**config.mk**
```make
export PLATFORM = sky130hd
export DESIGN_NAME = fetch_unit
export DESIGN_NICKNAME = d
export VERILOG_FILES = /design/src/rtl/rv32i_types.sv /design/src/rtl/fetch_unit_sat_counter.sv /design/src/rtl/fetch_unit.sv
export SDC_FILE = /design/constraint.sdc
export NUM_CORES = 1
export LEC_CHECK = 0
export ABC_AREA = 1
export CAP_MARGIN = 25
export CORE_AREA = 5 5 149 151
export DETAILED_ROUTE_END_ITERATION = 10
export DIE_AREA = 0 0 154 156
export HOLD_SLACK_MARGIN = 0.1
export PLACE_DENSITY_LB_ADDON = 0.3
export SYNTH_ARGS = -nofsm -noshare
export SYNTH_HDL_FRONTEND = slang
export SYNTH_SLANG_ARGS = --single-unit
```
**constraint.sdc**
```tcl
create_clock -name clk -period 2.2 [get_ports clk]
set_clock_uncertainty 0.15 [all_clocks]
set_input_delay 0.44 -clock clk [delete_from_list [all_inputs] [get_ports clk]]
set_output_delay 0.44 -clock clk [all_outputs]
set_load 0.05 [all_outputs]
```
**src/rtl/rv32i_types.sv**
```systemverilog
// Shared type definitions for the RV32I core.
package rv32i_types;

    typedef enum logic {
        RUN     = 1'b0,
        DISCARD = 1'b1
    } fetch_state_t;

    localparam logic [31:0] INST_BYTES = 32'd4;

endpackage

```
**src/rtl/fetch_unit_sat_counter.sv**
```systemverilog
// 32-bit event counter that sticks at all-ones instead of wrapping.
module sat_counter (
    input  logic        clk,
    input  logic        rst,
    input  logic        inc,
    output logic [31:0] count
);

    logic [31:0] count_q;
    logic [31:0] count_d;

    always_comb begin
        count_d = count_q;
        if (inc && (count_q != 32'hFFFF_FFFF)) begin
            count_d = count_q + 32'd1;
        end
    end

    always_ff @(posedge clk) begin
        if (rst) begin
            count_q <= '0;
        end else begin
            count_q <= count_d;
        end
    end

    assign count = count_q;

endmodule

```
**src/rtl/fetch_unit.sv**
```systemverilog
// Instruction-fetch stage: owns the PC, drives the I-cache read port and
// drops the in-flight instruction when a redirect lands during a miss.
module fetch_unit
    import rv32i_types::*;
#(
    parameter logic [31:0] RESET_PC = 32'h0000_0060
) (
    input  logic        clk,
    input  logic        rst,
    input  logic        load_pc,
    input  logic        redirect,
    input  logic [31:0] redirect_target,
    output logic [31:0] imem_address,
    output logic        imem_read,
    input  logic [31:0] imem_rdata,
    input  logic        imem_resp,
    output logic        inst_resp_dp,
    output logic [31:0] if_pc,
    output logic [31:0] if_inst,
    output logic [31:0] fetch_count,
    output logic [31:0] miss_cycles
);

    fetch_state_t state_q, state_d;
    logic [31:0]  pc_q, pc_d;
    logic [31:0]  pending_pc_q, pending_pc_d;
    logic         take_redirect;

    // A redirect only counts when the hazard unit lets the PC move.
    assign take_redirect = load_pc && redirect;

    always_comb begin
        state_d      = state_q;
        pc_d         = pc_q;
        pending_pc_d = pending_pc_q;
        unique case (state_q)
            RUN: begin
                if (imem_resp) begin
                    if (take_redirect) begin
                        pc_d = redirect_target;
                    end else if (load_pc) begin
                        pc_d = pc_q + INST_BYTES;
                    end
                end else if (take_redirect) begin
                    // Keep the address stable until the miss completes.
                    pending_pc_d = redirect_target;
                    state_d      = DISCARD;
                end
            end
            DISCARD: begin
                if (imem_resp) begin
                    pc_d    = take_redirect ? redirect_target : pending_pc_q;
                    state_d = RUN;
                end else if (take_redirect) begin
                    pending_pc_d = redirect_target;
                end
            end
            default: begin
                state_d = RUN;
            end
        endcase
    end

    always_ff @(posedge clk) begin
        if (rst) begin
            state_q      <= RUN;
            pc_q         <= RESET_PC;
            pending_pc_q <= '0;
        end else begin
            state_q      <= state_d;
            pc_q         <= pc_d;
            pending_pc_q <= pending_pc_d;
        end
    end

    assign imem_read    = !rst;
    assign imem_address = rst ? RESET_PC : pc_q;
    assign inst_resp_dp = imem_resp && (state_q == RUN) && !rst;
    assign if_pc        = pc_q;
    assign if_inst      = imem_rdata;

    sat_counter u_fetch_count (
        .clk   (clk),
        .rst   (rst),
        .inc   (inst_resp_dp && load_pc),
        .count (fetch_count)
    );

    sat_counter u_miss_cycles (
        .clk   (clk),
        .rst   (rst),
        .inc   (imem_read && !imem_resp),
        .count (miss_cycles)
    );

endmodule

```
==> results of run 1 <==
## kinds of logic (layout without fill, tap and decap cells)
logic type                 after synthesis  after routing  synth area share
and+or+nand+nor                        755            755             0.380
AOI/OAI and AO/OA                      226            226             0.152
buffers and inverters                  198            381             0.114
DFF                                    129            129             0.316
xor gates and xnor gates                31             31            0.0332
adders and majority gates                3              3           0.00460
## flip-flops by register name (all words and copies together) (netlist names)
name,count
if_pc,32
pending_pc_q,32
state_q,1
u_fetch_count.count,32
u_miss_cycles.count,32
## path summary, 6_finish.rpt
| path | endpoint | cells past startpoint | from | slack, ns |
|---|---|---|---|---|
| worst max-delay path | inst_resp_dp | 4 | imem_resp | 0.05 |
| worst min-delay path | u_miss_cycles.count[20]$_SDFFE_PP0P_ | 2 | rst | 0.11 |
| worst max register to register | if_pc[30]$_SDFFE_PP0P_ | 9 | if_pc[2]$_SDFFE_PP0P_ | 0.14 |
| worst min register to register | pending_pc_q[12]$_SDFFE_PP0N_ | 2 | pending_pc_q[12]$_SDFFE_PP0N_ | 0.33 |
## area by class of cell
class	count	area share
flip-flops and latches	129	0.243
clock buffers	26	0.0470
inverters	118	0.0417
well taps	275	0.0324
multi-input cells	1015	0.438
repair buffers	232	0.188
clock inverters	5	0.00942
## power groups by stage
stage | clock, W | combinational, W | sequential (W)
floorplan | 0 | 0.000588 | 0.00268
global placement | 0 | 0.000972 | 0.00254
detailed placement | 0 | 0.000979 | 0.00255
CTS | 0.00297 | 0.000978 | 0.00250
global route | 0.00306 | 0.00105 | 0.00251
finish | 0.00294 | 0.000975 | 0.00250
## synthesized netlist by cell type, types with 11 or more instances
master	number
nand2_1	429
buf_4	35
a31oi_1	15
inv_1	111
dfxtp_1	129
clkbuf_1	28
xor2_1	25
a21oi_1	73
buf_2	11
nand3_1	37
o21ai_0	107
nand3b_1	23
nor2_1	226
## what timing repair did
| action | in CTS | in global routing |
|---|---|---|
| endpoints found under the setup margin | 23 | 4 |
| buffers inserted | 0 | 0 |
| gates resized for setup | 23 | 1 |
| pin swaps | 0 | 0 |
## metal layers
layer | up-vias | track usage | wire (um)
met2 | 331 | 0.378 | 12900
met5 | - | 0 | 0
li1 | 4588 | - | -
met1 | 4170 | 0.287 | 12000
met3 | 39 | 0.0416 | 1860
met4 | 0 | 0.0715 | 537
## through the flow
| stage | setup slack (ns) | instances |
|---|---|---|
| floorplan | 0.00666 | 1342 |
| global placement | -0.123 | 1769 |
| detailed placement | -0.117 | 1769 |
| CTS | 0.0432 | 1800 |
| global route | -0.0231 | 1800 |
| finish | 0.0503 | 1800 |
==> flow_summary.ini, run 1 <==
[status]
status = completed

[final_layout]
syn_to_final_growth_pct = 30.1
n_fill_cell = 2157
multi_input_area_sq_um = 4660
final_common_cell = nand2_1
seqCellArea_sq_um = 2580
num_antenna_cells = 0
fin_area_sq_um = 10600
layout_common_cells = nand2_1, nor2_1, buf_4
fin_util = 0.514
nets = 1585
drive_gt1_frac = 0.154

[clock_network]
clk_pin_slew_ns = 0.05
cts_tree = built
clock_sinks = 129
clock-root-buffer = clkbuf_16
clk_latency_ns = 0.43
ctsHtreeMaxLevel = 4
clockBufferDepth = 2
numCtsBuffers = 17
holdBufCountCts = 0

[timing]
whs_ns = 0.112
tns_ns = 0
rsz0062_at_grt = true
fmax_mhz = 465
drv_slew = 0
hold_viol = 0
max_slew_margin = 0.665
setup_viol = 0
period_share = 0.977
period_needed_ns = 2.15
tightest_slew_ns = 0.505

[synthesis]
postSynthCellCount = 1342
yosys_warnings = 0
yosysTopAreaCell = dfxtp_1
synth_top_area_share = 0.316
synth.avg_cell_area_sq_um = 6.09
async_flop_share = 0
synth_edf_count = 0
seq_area_frac_synth = 0.316
netlist_area_sq_um = 8170
synth_area_leaders = dfxtp_1, nand2_1, nor2_1
yosys.cell_types.count = 41
syn_nets = 1414
synth_ff_type = dfxtp_1
synth-seq-cells = 129

[worst_setup_path]
crit_fanout = 3
cp_num_buf_inv = 2
crit_path_top_delay_cell = clkdlybuf4s50_1
cp_cell_sequence = clkdlybuf4s50_1 > nand2_1 > nor2_1 > buf_12
cp_top_family = buffers and inverters
end_kind = output port
crit_type = in2out
crit_required_ns = 1.61
cp-start-kind = input port
max_stage_delay_ns = 0.50
arrival_ns = 1.56

[routing]
num_vias = 9128
drt-vias-per-instance = 5.07
ant_nets = 0
drt_iter0_markers = 643
dr.pass1.iters = 5
wirelength_um = 27300
drt-wirelength-per-cell_um = 15.2
drc = 0

[place]
post_dp_cell_area_sq_um = 10100
io_buffers = 166
gp_congestion = 0.948
hpwl_um = 20700

[worst_hold_path]
hp-class = in2reg

[power]
p_switching_w = 0.00178
powerDensity_nw_per_um2 = 603
p_total_w = 0.00641
p_clk_frac = 0.458
power_frac_comb = 0.152
p_int_w = 0.00463
ir_worst_vdd_mv = 0.440
sw_frac_of_total = 0.278
p_seq_frac = 0.390
p_leak_nw = 4.42

[floorplan]
die_y_um = 156
rows = 53
die_w_um = 154
core_area_sq_um = 20700
initial_core_util = 0.395
die_area_sq_um = 24000
ios = 231

[global_routing]
grt_first_pass_wirelength_um = 43600
grt.total_usage = 0.223
grt_overflow = 0
grt_pass1_vias = 8470
antenna_found_initial = 0
grt_max_degree = 80

[flow_run]
cap_viol_max_count = 0
(Power assumes the default switching activity.)
==> inputs of run 2 (changes only) <==
Settings changed: CORE_AREA 5 5 149 151 to 5 5 150 152, DIE_AREA 0 0 154 156 to 0 0 155 157, RECOVER_POWER from default to 25, SYNTH_HIERARCHICAL from default to 1.
==> flow_summary.ini, run 2 <==
[flow_run]
cap_viol_max_count = 0

[synthesis]
postSynthCellCount = 1286
syn_nets = 1358
synth_edf_count = 0
netlist_area_sq_um = 8200
synth_commonest_cells = nand2_1, nor2_1, dfxtp_1
synth_ff_type = dfxtp_1
synth_area_leaders = dfxtp_1, nand2_1, nor2_1
synth_most_common_cell = nand2_1
synth-seq-cells = 129
synth_top_area_share = 0.315
synth.avg_cell_area_sq_um = 6.38
yosysTopAreaCell = dfxtp_1
async_flop_share = 0
yosys_warnings = 6
yosys.cell_types.count = 36
seq_area_frac_synth = 0.315

[worst_setup_path]
r2r_cells = 9
ff2ff_setup_slack_ns = 0.18
crit_type = in2reg
cp-start-kind = input port
end_kind = flop
crit_required_ns = 2.39
cp_cell_sequence = clkdlybuf4s50_1 > nand2_1 > clkbuf_4 > nor2_1 > clkbuf_1 > nor2_1 > a211oi_1
arrival_ns = 2.26
max_stage_delay_ns = 0.56
r2r-start = u_miss_cycles/count[0]$_SDFFE_PP0P_
crit_path_top_delay_cell = clkbuf_1
crit_fanout = 14
cpMostUsedCell = nor2_1
worstReg2RegEnd = u_miss_cycles/count[12]$_SDFFE_PP0P_

[floorplan]
initial_core_util = 0.393
core_area_sq_um = 20900
die_y_um = 157
ios = 231
rows = 53
die_w_um = 155
die_area_sq_um = 24300

[timing]
whs_ns = 0.310
max_slew_margin = 0.514
drv_slew = 0
hold_viol = 0
fmax_mhz = 482
setup_viol = 0
tns_ns = 0
tightest_slew_ns = 0.733
period_share = 0.943
period_needed_ns = 2.08

[final_layout]
syn_to_final_growth_pct = 32.0
fin_util = 0.518
drive_gt1_frac = 0.174
fin_cells = 1738
final_common_cell = nand2_1
layout_common_cells = nand2_1, nor2_1, dfxtp_1
num_antenna_cells = 0
fin_area_sq_um = 10800
nets = 1522

[place]
hpwl_um = 19700
dp.cells = 1706
gp_congestion = 0.896
post_dp_cell_area_sq_um = 10400
io_buffers = 166

[power]
ir_worst_vdd_mv = 0.505
powerDensity_nw_per_um2 = 574
p_leak_nw = 4.71

[clock_network]
cts_tree = built
holdBufCountCts = 0
clk_latency_ns = 0.42
clockBufferDepth = 2
clock-root-buffer = clkbuf_16
clk_pin_slew_ns = 0.06
ctsHtreeMaxLevel = 4
clock_sinks = 129
cts_setup_buffers = 0
numCtsBuffers = 17

[global_routing]
grt.total_usage = 0.211
grtUsageMet1 = 0.269
grt_overflow = 0
grt_pass1_vias = 8498
grt_first_pass_wirelength_um = 42200
antenna_found_initial = 0
grtUsageMet2 = 0.358
met3_usage = 0.0399
busiest_layer = met2
grt_max_degree = 42

[routing]
drc = 0
num_vias = 8953
drt-vias-per-instance = 5.15
dr.pass1.iters = 5
ant_nets = 0
drt_iter0_markers = 538
drt-wirelength-per-cell_um = 15.1
wirelength_um = 26300

[worst_hold_path]
worstHoldStart = pending_pc_q[23]$_SDFFE_PP0N_
holdPathEnd = pending_pc_q[23]$_SDFFE_PP0N_
hp-class = reg2reg
hold_depth = 2

[status]
status = completed
run 2: how the worst max path moves through the flow:
stage / from / end / cells past startpoint
floorplan: rst / u_fetch_count/count[25]$_SDFFE_PP0P_ / 12
global placement: imem_resp / u_fetch_count/count[22]$_SDFFE_PP0P_ / 11
detailed placement: imem_resp / u_fetch_count/count[19]$_SDFFE_PP0P_ / 11
CTS: u_fetch_count/count[31]$_SDFFE_PP0P_ / fetch_count[31] / 1
global route: u_miss_cycles/count[0]$_SDFFE_PP0P_ / u_miss_cycles/count[11]$_SDFFE_PP0P_ / 9
finish: load_pc / pending_pc_q[0]$_SDFFE_PP0N_ / 7
run 2: cells by family after synthesis:
| logic type | share of synthesized area |
|---|---|
| AO/OA/AOI/OAI | 0.131 |
| XOR/XNOR | 0.00641 |
| adder cells (fa/ha/maj) | 0.00458 |
| buffers and inverters | 0.122 |
| flip-flops | 0.315 |
| AND/OR/NAND/NOR | 0.421 |
run 2: cell type report:
class                   instances  area (sq um)
clock buffers                  20           457
clock inverters                12           109
fillers                      2119         10100
inverters                     125           474
multi-input cells             949          4670
flip-flops and latches        129          2580
well taps                     275           344
repair buffers                228          2190
run 2: repair_timing:
item	CTS	global route
gates cloned	0	0
resized for setup	34	3
endpoints found under the setup margin	34	5
run 2: critical path: cells and delay by family:
kind	cells	cell delay (ns)
AOI/OAI and AO/OA	1	0.18
buffers and inverters	3	1.21
and+or+nand+nor	3	0.42
run 2: through the flow:
stage / total power (W) / setup slack [ns]
2_1_floorplan: 0.00326 / -0.0101
3_3_place_gp: 0.00353 / -0.0975
3_5_place_dp: 0.00354 / -0.164
4_1_cts: 0.00629 / 0.0177
5_1_grt: 0.00645 / -0.00360
6_report: 0.00622 / 0.125
run 2: layer usage:
| metal | vias up | wire length (um) |
|---|---|---|
| li1 | 4469 | - |
| met1 | 4158 | 11700 |
| met2 | 282 | 12500 |
| met3 | 44 | 1570 |
| met4 | 0 | 600 |
| met5 | - | 0 |
run 2: where the power goes:
group          leakage [nW]  switching, W  internal, W
sequential             1.05     0.0000934      0.00241
combinational          3.39      0.000609     0.000356
clock                 0.265       0.00113      0.00162
total                  4.71       0.00183      0.00438
==> inputs of run 3 (changes only) <==
Settings changed: SLEW_MARGIN from default to 20.
==> results of run 3 <==
Same layout as run 2: the final DEF is identical, and so are final timing and power.
